==> src/rtl/proc_pkg.sv <==
// Shared definitions for the 5-stage core front end: widths, the NOP encoding
// and the bubble value loaded into ID/EX on reset or flush.
package proc_pkg;

  localparam int unsigned REG_ADR_W   = 3;
  localparam int unsigned DEF_PC_W    = 16;
  localparam int unsigned DEF_INSTR_W = 16;

  localparam logic [DEF_INSTR_W-1:0] NOP = '0;

  // Control and address fields a bubble carries: nothing is read or written.
  localparam logic                 CTRL_RST = 1'b0;
  localparam logic [REG_ADR_W-1:0] ADR_RST  = '0;

  typedef struct packed {
    logic [REG_ADR_W-1:0] rs1;
    logic [REG_ADR_W-1:0] rs2;
    logic [REG_ADR_W-1:0] rd;
    logic                 reg_write;
    logic                 mem_to_reg;
    logic                 mem_write;
    logic                 valid;
  } id_ex_t;

  localparam id_ex_t ID_EX_BUBBLE = '{
    rs1:        ADR_RST,
    rs2:        ADR_RST,
    rd:         ADR_RST,
    reg_write:  CTRL_RST,
    mem_to_reg: CTRL_RST,
    mem_write:  CTRL_RST,
    valid:      1'b0
  };

endpackage

==> src/rtl/pipe_front_regs_if.sv <==
// Hazard-control interface: the hazard unit (master) issues stall/flush/redirect
// commands and reads back the E-stage register addresses and controls.
interface pipe_front_regs_if;
  import proc_pkg::*;

  logic                 stall_f;
  logic                 stall_d;
  logic                 flush_d;
  logic                 flush_e;
  logic                 PC_source;

  logic [REG_ADR_W-1:0] reg_read_adr1_e;
  logic [REG_ADR_W-1:0] reg_read_adr2_e;
  logic [REG_ADR_W-1:0] reg_write_adr_e;
  logic                 reg_write_e;
  logic                 mem_to_reg_e;
  logic                 mem_write_e;
  logic                 valid_e;

  modport master (
    output stall_f, stall_d, flush_d, flush_e, PC_source,
    input  reg_read_adr1_e, reg_read_adr2_e, reg_write_adr_e,
    input  reg_write_e, mem_to_reg_e, mem_write_e, valid_e
  );

  modport slave (
    input  stall_f, stall_d, flush_d, flush_e, PC_source,
    output reg_read_adr1_e, reg_read_adr2_e, reg_write_adr_e,
    output reg_write_e, mem_to_reg_e, mem_write_e, valid_e
  );

endinterface

==> src/rtl/pipe_reg.sv <==
// Generic pipeline register with clear (bubble insert) and enable (stall).
// Clear wins over enable; clear and reset load the same value.
module pipe_reg #(
  parameter int unsigned     W       = 8,
  parameter logic [W-1:0]    RST_VAL = '0
) (
  input  logic         clk,
  input  logic         reset,
  input  logic         en,
  input  logic         clr,
  input  logic [W-1:0] d,
  output logic [W-1:0] q
);

  // Register: reset/clear to bubble, else load when enabled, else hold.
  always_ff @(posedge clk or posedge reset) begin
    if (reset) begin
      q <= RST_VAL;
    end else if (clr) begin
      q <= RST_VAL;
    end else if (en) begin
      q <= d;
    end
  end

endmodule

==> src/rtl/pipe_front_regs.sv <==
// Front-end pipeline state of the 5-stage core: PC, IF/ID and ID/EX registers.
// Responder side of the hazard-control interface.
// Optional performance counters are built when PIPE_PERF_CNT_EN is defined;
// otherwise stall_cnt/flush_cnt are tied to zero.
module pipe_front_regs
  import proc_pkg::*;
#(
  parameter int unsigned     PC_W     = DEF_PC_W,
  parameter int unsigned     INSTR_W  = DEF_INSTR_W,
  parameter logic [PC_W-1:0] RESET_PC = '0
) (
  input  logic                 clk,
  input  logic                 reset,
  pipe_front_regs_if.slave     hz,
  input  logic [PC_W-1:0]      pc_branch,
  input  logic [INSTR_W-1:0]   instr_f,
  input  logic [REG_ADR_W-1:0] reg_read_adr1_d,
  input  logic [REG_ADR_W-1:0] reg_read_adr2_d,
  input  logic [REG_ADR_W-1:0] reg_write_adr_d,
  input  logic                 reg_write_d,
  input  logic                 mem_to_reg_d,
  input  logic                 mem_write_d,
  output logic [PC_W-1:0]      pc_f,
  output logic [INSTR_W-1:0]   instr_d,
  output logic [PC_W-1:0]      pc_plus1_d,
  output logic                 valid_d,
  output logic [15:0]          stall_cnt,
  output logic [15:0]          flush_cnt
);

  localparam int unsigned IF_ID_W = INSTR_W + PC_W + 1;
  localparam logic [IF_ID_W-1:0] IF_ID_BUBBLE = {INSTR_W'(NOP), PC_W'(0), 1'b0};

  logic [PC_W-1:0]    pc_inc;
  logic [IF_ID_W-1:0] if_id_d;
  logic [IF_ID_W-1:0] if_id_q;
  id_ex_t             id_ex_d;
  id_ex_t             id_ex_q;

  // Word-addressed PC; wrap from all-ones to zero is intended.
  assign pc_inc = pc_f + PC_W'(1);

  // PC: redirect beats stall so a taken branch is never dropped.
  always_ff @(posedge clk or posedge reset) begin
    if (reset) begin
      pc_f <= RESET_PC;
    end else if (hz.PC_source) begin
      pc_f <= pc_branch;
    end else if (!hz.stall_f) begin
      pc_f <= pc_inc;
    end
  end

  assign if_id_d = {instr_f, pc_inc, 1'b1};

  pipe_reg #(
    .W       (IF_ID_W),
    .RST_VAL (IF_ID_BUBBLE)
  ) u_if_id (
    .clk   (clk),
    .reset (reset),
    .en    (~hz.stall_d),
    .clr   (hz.flush_d),
    .d     (if_id_d),
    .q     (if_id_q)
  );

  assign {instr_d, pc_plus1_d, valid_d} = if_id_q;

  assign id_ex_d = '{
    rs1:        reg_read_adr1_d,
    rs2:        reg_read_adr2_d,
    rd:         reg_write_adr_d,
    reg_write:  reg_write_d,
    mem_to_reg: mem_to_reg_d,
    mem_write:  mem_write_d,
    valid:      valid_d
  };

  // ID/EX never stalls: it either loads the D stage or takes a bubble.
  pipe_reg #(
    .W       ($bits(id_ex_t)),
    .RST_VAL (ID_EX_BUBBLE)
  ) u_id_ex (
    .clk   (clk),
    .reset (reset),
    .en    (1'b1),
    .clr   (hz.flush_e),
    .d     (id_ex_d),
    .q     (id_ex_q)
  );

  assign hz.reg_read_adr1_e = id_ex_q.rs1;
  assign hz.reg_read_adr2_e = id_ex_q.rs2;
  assign hz.reg_write_adr_e = id_ex_q.rd;
  assign hz.reg_write_e     = id_ex_q.reg_write;
  assign hz.mem_to_reg_e    = id_ex_q.mem_to_reg;
  assign hz.mem_write_e     = id_ex_q.mem_write;
  assign hz.valid_e         = id_ex_q.valid;

`ifdef PIPE_PERF_CNT_EN
  logic [15:0] stall_cnt_q;
  logic [15:0] flush_cnt_q;

  // Saturating event counters, cleared only by reset.
  always_ff @(posedge clk or posedge reset) begin
    if (reset) begin
      stall_cnt_q <= '0;
      flush_cnt_q <= '0;
    end else begin
      if (hz.stall_d && (stall_cnt_q != 16'hFFFF)) begin
        stall_cnt_q <= stall_cnt_q + 16'd1;
      end
      if ((hz.flush_d || hz.flush_e) && (flush_cnt_q != 16'hFFFF)) begin
        flush_cnt_q <= flush_cnt_q + 16'd1;
      end
    end
  end

  assign stall_cnt = stall_cnt_q;
  assign flush_cnt = flush_cnt_q;
`else
  assign stall_cnt = '0;
  assign flush_cnt = '0;
`endif

endmodule

==> src/flat_wrapper.sv <==
// flat-port wrapper written by rule: the top's interface ports become plain ports
module pipe_front_regs_flat import proc_pkg::*;
#(
  parameter int unsigned     PC_W     = DEF_PC_W,
  parameter int unsigned     INSTR_W  = DEF_INSTR_W,
  parameter logic [PC_W-1:0] RESET_PC = '0
)
  (clk, reset, pc_branch, instr_f, reg_read_adr1_d, reg_read_adr2_d, reg_write_adr_d, reg_write_d, mem_to_reg_d, mem_write_d, pc_f, instr_d, pc_plus1_d, valid_d, stall_cnt, flush_cnt, hz_stall_f, hz_stall_d, hz_flush_d, hz_flush_e, hz_PC_source, hz_reg_read_adr1_e, hz_reg_read_adr2_e, hz_reg_write_adr_e, hz_reg_write_e, hz_mem_to_reg_e, hz_mem_write_e, hz_valid_e);
  pipe_front_regs_if hz_i ();
  input  logic clk;
  input  logic reset;
  input  logic [PC_W-1:0] pc_branch;
  input  logic [INSTR_W-1:0] instr_f;
  input  logic [REG_ADR_W-1:0] reg_read_adr1_d;
  input  logic [REG_ADR_W-1:0] reg_read_adr2_d;
  input  logic [REG_ADR_W-1:0] reg_write_adr_d;
  input  logic reg_write_d;
  input  logic mem_to_reg_d;
  input  logic mem_write_d;
  output logic [PC_W-1:0] pc_f;
  output logic [INSTR_W-1:0] instr_d;
  output logic [PC_W-1:0] pc_plus1_d;
  output logic valid_d;
  output logic [15:0] stall_cnt;
  output logic [15:0] flush_cnt;
  input wire logic [$bits(hz_i.stall_f)-1:0] hz_stall_f;
  input wire logic [$bits(hz_i.stall_d)-1:0] hz_stall_d;
  input wire logic [$bits(hz_i.flush_d)-1:0] hz_flush_d;
  input wire logic [$bits(hz_i.flush_e)-1:0] hz_flush_e;
  input wire logic [$bits(hz_i.PC_source)-1:0] hz_PC_source;
  output wire logic [$bits(hz_i.reg_read_adr1_e)-1:0] hz_reg_read_adr1_e;
  output wire logic [$bits(hz_i.reg_read_adr2_e)-1:0] hz_reg_read_adr2_e;
  output wire logic [$bits(hz_i.reg_write_adr_e)-1:0] hz_reg_write_adr_e;
  output wire logic [$bits(hz_i.reg_write_e)-1:0] hz_reg_write_e;
  output wire logic [$bits(hz_i.mem_to_reg_e)-1:0] hz_mem_to_reg_e;
  output wire logic [$bits(hz_i.mem_write_e)-1:0] hz_mem_write_e;
  output wire logic [$bits(hz_i.valid_e)-1:0] hz_valid_e;
  assign hz_i.stall_f = hz_stall_f;
  assign hz_i.stall_d = hz_stall_d;
  assign hz_i.flush_d = hz_flush_d;
  assign hz_i.flush_e = hz_flush_e;
  assign hz_i.PC_source = hz_PC_source;
  assign hz_reg_read_adr1_e = hz_i.reg_read_adr1_e;
  assign hz_reg_read_adr2_e = hz_i.reg_read_adr2_e;
  assign hz_reg_write_adr_e = hz_i.reg_write_adr_e;
  assign hz_reg_write_e = hz_i.reg_write_e;
  assign hz_mem_to_reg_e = hz_i.mem_to_reg_e;
  assign hz_mem_write_e = hz_i.mem_write_e;
  assign hz_valid_e = hz_i.valid_e;
  pipe_front_regs #(.PC_W(PC_W), .INSTR_W(INSTR_W), .RESET_PC(RESET_PC)) u_core (.clk(clk), .reset(reset), .hz(hz_i), .pc_branch(pc_branch), .instr_f(instr_f), .reg_read_adr1_d(reg_read_adr1_d), .reg_read_adr2_d(reg_read_adr2_d), .reg_write_adr_d(reg_write_adr_d), .reg_write_d(reg_write_d), .mem_to_reg_d(mem_to_reg_d), .mem_write_d(mem_write_d), .pc_f(pc_f), .instr_d(instr_d), .pc_plus1_d(pc_plus1_d), .valid_d(valid_d), .stall_cnt(stall_cnt), .flush_cnt(flush_cnt));
endmodule
==> config.mk <==
export PLATFORM = sky130hd
export DESIGN_NAME = pipe_front_regs_flat
export DESIGN_NICKNAME = d
export VERILOG_FILES = /design/src/rtl/proc_pkg.sv /design/src/rtl/pipe_front_regs_if.sv /design/src/rtl/pipe_reg.sv /design/src/rtl/pipe_front_regs.sv /design/src/flat_wrapper.sv
export SDC_FILE = /design/constraint.sdc
export NUM_CORES = 1
export LEC_CHECK = 0
export CAP_MARGIN = 20
export CORE_ASPECT_RATIO = 1.5
export CORE_MARGIN = 3
export CORE_UTILIZATION = 30
export DETAILED_ROUTE_END_ITERATION = 10
export PLACE_DENSITY = 0.62
export SLEW_MARGIN = 20
export SYNTH_ARGS = -nofsm -noshare
export SYNTH_HDL_FRONTEND = slang
export SYNTH_SLANG_ARGS = --single-unit
==> constraint.sdc <==
create_clock -name clk -period 3.1 [get_ports clk]
set_input_delay 0.775 -clock clk [delete_from_list [all_inputs] [get_ports clk]]
set_output_delay 0.775 -clock clk [all_outputs]
set_load 0.005 [all_outputs]
==> out/qor.yml, run 1 <==
fin_skew_ns: 0.004138
cts_tree: "yes"
die_y_um: 131.2
syn_avg_cell_area_um2: 9.919
grt_first_pass_wirelength_mm: 12.05
synth_compound_area_share_pct: 8.064
drc: 0
insertion_delay_ns: 0.33
grt_use_met1_pct: 15.92
synth-xor-area-share_pct: 5.589
max_stage_delay_ns: 0.48
gp_congestion: 0.8174
grt-ovfl-total: 0
p_per_area_nw_per_um2: 526.2
layout-drive-gt1-share_pct: 6.824
nets: 472
synth_fa_ha_area_share_pct: 0.3992
ir_worst_vdd_v: 0.0002731
yosysWarningCount: 0
fin_tns_setup_ns: 0
rsz0062_at_grt: "no"
cts_htree_levels: 3
grt_pass1_vias: 2395
wirelength_mm: 7.536
hp-class: "reg -> reg"
syn2layout_area_growth_pct: 44.39
leakagePower_uw: 0.001909
path_cells: "ha_1, nand4_1, nor3_1, or3b_2, a31oi_1"
worstPathRequired_ns: 3.35
met2_usage_pct: 21.74
hold_slack_ns: 0.5063
dieArea_um2: 11740
slew_violations: 0
path_max_fanout: 12
fmax_mhz: 435.2
post_cts_buffers: 0
rows: 45
max_cap_violations: 0
routedWlPerCell_um: 13.90
slew_headroom_pct: 55.38
post-route-period-util_pct: 74.12
synth_top_family_by_area: "simple AND/OR/NAND/NOR gates"
cp.arrival_ns: 2.55
cts-root-buf: "clkbuf_16"
cp_slowest_cell: "or3b_2"
synth_mux_area_share_pct: 5.749
clock_path_buffers: 2
critPathKind: "reg -> reg"
use_met3_pct: 3.011
viasPerCell: 4.600
dp_hpwl_mm: 5.705
start_util_pct: 30.93
ys_types: 42
clkSlewWorstSetupHoldPaths_ns: 0.05
io_buffers: 112
cts_resized: 0
holdBufCountCts: 0
core-area_um2: 10130
busiest_layer: "met2"
synthCells: 316
drtIter0Drc: 86
tightestPinTransition_ns: 0.6672
min_period_ns: 2.298
cts.sinks: 62
grt_max_degree: 33
cp-start-kind: "flop"
ys_seq_area_share_pct: 49.50
yosys.area_share.simple_pct: 18.08
num_antenna_cells: 0
ys_ff_latch: 62
die_w_um: 89.46
fillers: 989
synth_area_um2: 3134
drt_pass1_iterations: 4
cts_buffers: 9
ios: 145
status: "completed"
endpoint_kind: "flop"
hold_violations: 0
finalSetupViolations: 0
postRouteAntennaNets: 0
vias: 2493
antenna_found_initial: 0
track_usage_pct: 13.27
## sequential cells by signal (all words and copies together) (netlist names)
signal            flops
u_core.u_if_id.q     33
u_core.pc_f          16
u_core.u_id_ex.q     13
## stage by stage
stage | total power, uW | instance area (um^2) | util [%] | std cells | setup slack, ns
final | 2381 | 4526 | 44.65 | 542 | 0.8023
after floorplan | 1135 | 3251 | - | 347 | 0.7836
after global placement | 1319 | 4202 | 41.46 | 526 | 0.5126
after CTS | 2418 | 4526 | 44.65 | 542 | 0.8051
after global routing | 2499 | 4526 | 44.65 | 542 | 0.5893
after detailed placement | 1323 | 4202 | 41.46 | 526 | 0.4975
## placed cells by master, fill, tap and decap left out, types with 6 or more instances in the layout
cell type	n
clkdlybuf4s50_1	112
dfrtp_1	62
nor2_1	38
conb_1	32
nand2_1	23
xnor2_1	18
o21ai_0	18
mux2i_1	18
nor2b_1	13
clkbuf_16	9
inv_1	7
nor4_1	7
buf_4	6
## where the power goes
group | internal, uW | switching [uW]
clock | 722 | 356
combinational | 221 | 151
sequential | 868 | 63.9
total | 1810 | 570
## cells in the mapped netlist (all sizes together)
cell	number	area share (%)
or3	7	1.6
nand4b	1	0.28
a2111oi	1	0.32
a31oi	2	0.40
or4	1	0.24
xnor2	18	5.0
ha	1	0.40
nor4b	1	0.28
clkbuf	15	1.8
o21a	1	0.24
nor2	38	4.6
conb	1	0.12
o41ai	1	0.28
nand2	23	2.8
o21ai	18	2.9
a211oi	5	1.2
and4	1	0.28
nor3b	1	0.24
nand4	5	1.5
o31ai	1	0.24
a311oi	5	1.4
xor2	2	0.56
nor3	5	0.80
or3b	1	0.28
a221o	1	0.32
nand2b	1	0.20
buf	41	9.7
a21oi	5	0.80
nor2b	13	2.6
dfrtp	62	50
nand3	5	1.1
nor4	7	1.4
inv	8	0.96
mux2i	18	5.7
## metal layers
metal	wire, um	vias to the layer above	share of wire (%)
met5	0	-	0
met4	167	0	2.2
met3	488	11	6.5
met2	3738	105	50
met1	3141	1159	42
li1	-	1218	-
## cell type report
cell class | instances | area, um^2 | area share (%)
clock buffer | 10 | 239.0 | 5.281
clock inverter | 6 | 85.08 | 1.880
inverter | 8 | 30.03 | 0.6635
multi-input combinational | 221 | 1308 | 28.89
sequential | 62 | 1551 | 34.28
tap | 117 | 146.4 | 3.235
timing repair buffer | 118 | 1166 | 25.77
## cell families (layout without fill, tap and decap cells)
family | Yosys count | count (layout)
buffers and inverters | 64 | 142
AOI/OAI and AO/OA | 40 | 40
xor gates and xnor gates | 20 | 20
DFF | 62 | 62
and+or+nand+nor | 110 | 110
muxes | 18 | 18
adders and majority gates | 1 | 1
other | 1 | 32
## worst paths after layout
check / from / end / slack, ns / cells past startpoint
setup reg to reg: u_core.pc_f[0] / u_core.pc_f[14] / 0.80 / 5
max in group asynchronous: reset / u_core.pc_f[2] / 1.92 / 3
setup / recovery: u_core.pc_f[0] / u_core.pc_f[14] / 0.80 / 5
hold reg to reg: u_core.u_if_id.q[0] / u_core.u_id_ex.q[0] / 0.51 / 2
hold / removal: u_core.u_if_id.q[0] / u_core.u_id_ex.q[0] / 0.51 / 2
min in group asynchronous: reset / u_core.u_id_ex.q[8] / 0.86 / 3
## worst max-delay path, delay by kind of cell (launching register included)
family | cells | cell delay [ns]
AO/OA/AOI/OAI | 1 | 0.17
adder cells (fa/ha/maj) | 1 | 0.26
flip-flops | 1 | 0.47
AND/OR/NAND/NOR | 3 | 1.34
(Power assumes the default switching activity.)
==> run 2: changes to the inputs <==
PLACE_DENSITY = 0.65   (was 0.62)
clock period = 1.8 ns   (was 3.1 ns; I/O delays follow)
==> out/qor.yml, run 2 (same netlist as run 1, synthesis figures left out) <==
status: "completed"
grt_pass1_vias: 2687
layout_commonest_cell: "clkdlybuf4s50_1"
insertion_delay_ns: 0.33
grt-ovfl-total: 0
largest-register: "u_core.u_if_id.q"
cts_htree_levels: 3
cts-root-buf: "clkbuf_16"
ir_worst_vdd_v: 0.0004316
critPathKind: "reg -> out"
drt_pass1_iterations: 4
core-area_um2: 10130
final_cell_mix: "clkdlybuf4s50_1 (103), dfrtp_1 (53), nor2_1 (38)"
finalPower_uw: 3941
finalNonFillerCells: 577
path_max_fanout: 3
max_cap_violations: 0
io_buffers: 112
cts_tree: "yes"
reg2reg_to: "u_core.pc_f[15]"
syn2layout_area_growth_pct: 54.53
post-route-util_pct: 47.79
fmax_mhz: 571.0
endpoint_kind: "output port"
start_util_pct: 30.93
nets: 508
dp_hpwl_mm: 6.292
fin_skew_ns: 0.004318
clock_path_buffers: 2
grt_first_pass_wirelength_mm: 13.35
track_usage_pct: 14.94
p_per_area_nw_per_um2: 813.6
post-route-period-util_pct: 97.30
dieArea_um2: 11740
viasPerCell: 4.539
drtIter0Drc: 82
min_period_ns: 1.751
fin_tns_setup_ns: 0
worstReg2RegStart: "u_core.pc_f[1]"
holdBufCountCts: 0
die_y_um: 131.2
worstPathRequired_ns: 1.35
rows: 45
hp-class: "in -> async"
clkSlewWorstSetupHoldPaths_ns: 0.05
finalSetupViolations: 0
cts.sinks: 62
rrSetupSlack_ns: 0.09
crit_end: "pc_f[7]"
cp-start-kind: "flop"
cp.arrival_ns: 1.30
grt_max_degree: 34
fillers: 936
cts_buffers: 9
vias: 2619
largest_reg_flops: 33
postRouteAntennaNets: 0
hold_violations: 0
crit_path_start: "u_core.pc_f[7]"
gp_congestion: 0.8686
r2r_cells: 6
num_antenna_cells: 0
dp.cells: 550
die_w_um: 89.46
ios: 145
leakagePower_uw: 0.002159
drc: 0
wirelength_mm: 8.239
routedWlPerCell_um: 14.28
rsz0062_at_grt: "no"
antenna_found_initial: 0
layout-drive-gt1-share_pct: 16.09
slew_violations: 0
top_regs: "u_core.u_if_id.q: 33 flops, u_core.pc_f: 16 flops, u_core.u_id_ex.q: 13 flops"
run 2: cell types whose count changed in the layout (fill, tap and decap cells not counted), sizes merged:
cell	previous run	this run
inv	8	7
buf	6	42
bufinv	2	0
clkbuf	10	11
dlygate4sd2	0	1
dlymetal6s2s	0	8
clkinv	2	3
clkdlybuf4s50	112	103
run 2: metal layers:
metal  vias up  GRT usage (%)  wire, um
met2       106          25.23      4348
li1       1286              -         -
met3        15          4.078       521
met4         0          7.699       220
met1      1212          16.57      3149
met5         -              0         0
run 2: worst min-delay path by stage:
stage / slack [ns] / start / endpoint / depth (start not counted)
global placement: 0.49 / u_core.u_if_id.q[0] / u_core.u_id_ex.q[0] / 2
CTS: 0.47 / reset / u_core.u_if_id.q[17] / 2
global route: 0.50 / reset / u_core.u_if_id.q[17] / 2
detailed placement: 0.50 / u_core.u_if_id.q[0] / u_core.u_id_ex.q[0] / 2
floorplan: 0.50 / u_core.u_if_id.q[0] / u_core.u_id_ex.q[0] / 2
finish: 0.47 / reset / u_core.u_if_id.q[17] / 2
run 2: layout make-up:
type,count,area [um^2],area share (%)
clock buffer,11,252.7,5.218
clock inverter,4,22.52,0.4650
inverter,8,33.78,0.6975
multi-input combinational,221,1313,27.10
sequential,62,1563,32.27
tap,117,146.4,3.022
timing repair buffer,154,1513,31.23
run 2: per-stage QoR:
stage	area (um^2)	worst slack (ns)	hold slack, ns
global placement	4436	-0.2167	0.4855
CTS	4810	0.0004994	0.4710
finish	4843	0.04868	0.4714
global route	4843	0.001259	0.5010
floorplan	3254	0.06420	0.4951
detailed placement	4436	-0.2163	0.4954
run 2: worst max-delay path: stages (launching register included):
cell	delay, ns
dfrtp_2	0.39
buf_4	0.14
clkdlybuf4s50_1	0.44
run 2: where the power goes:
group,leakage (uW),switching (uW),internal (uW),total [uW]
clock,0.000137,586,989,1570
sequential,0.000785,63.3,1500,1560
combinational,0.00124,337,466,803
total,0.00216,986,2950,3940
run 2: what timing repair did:
item                                   in CTS  in global routing
cloned                                      0                  0
endpoints found under the hold margin       0                  0
pin swaps                                   1                  0
gates resized for setup                    11                 10
setup buffers                              11                  1
setup endpoints to repair                  13                 11
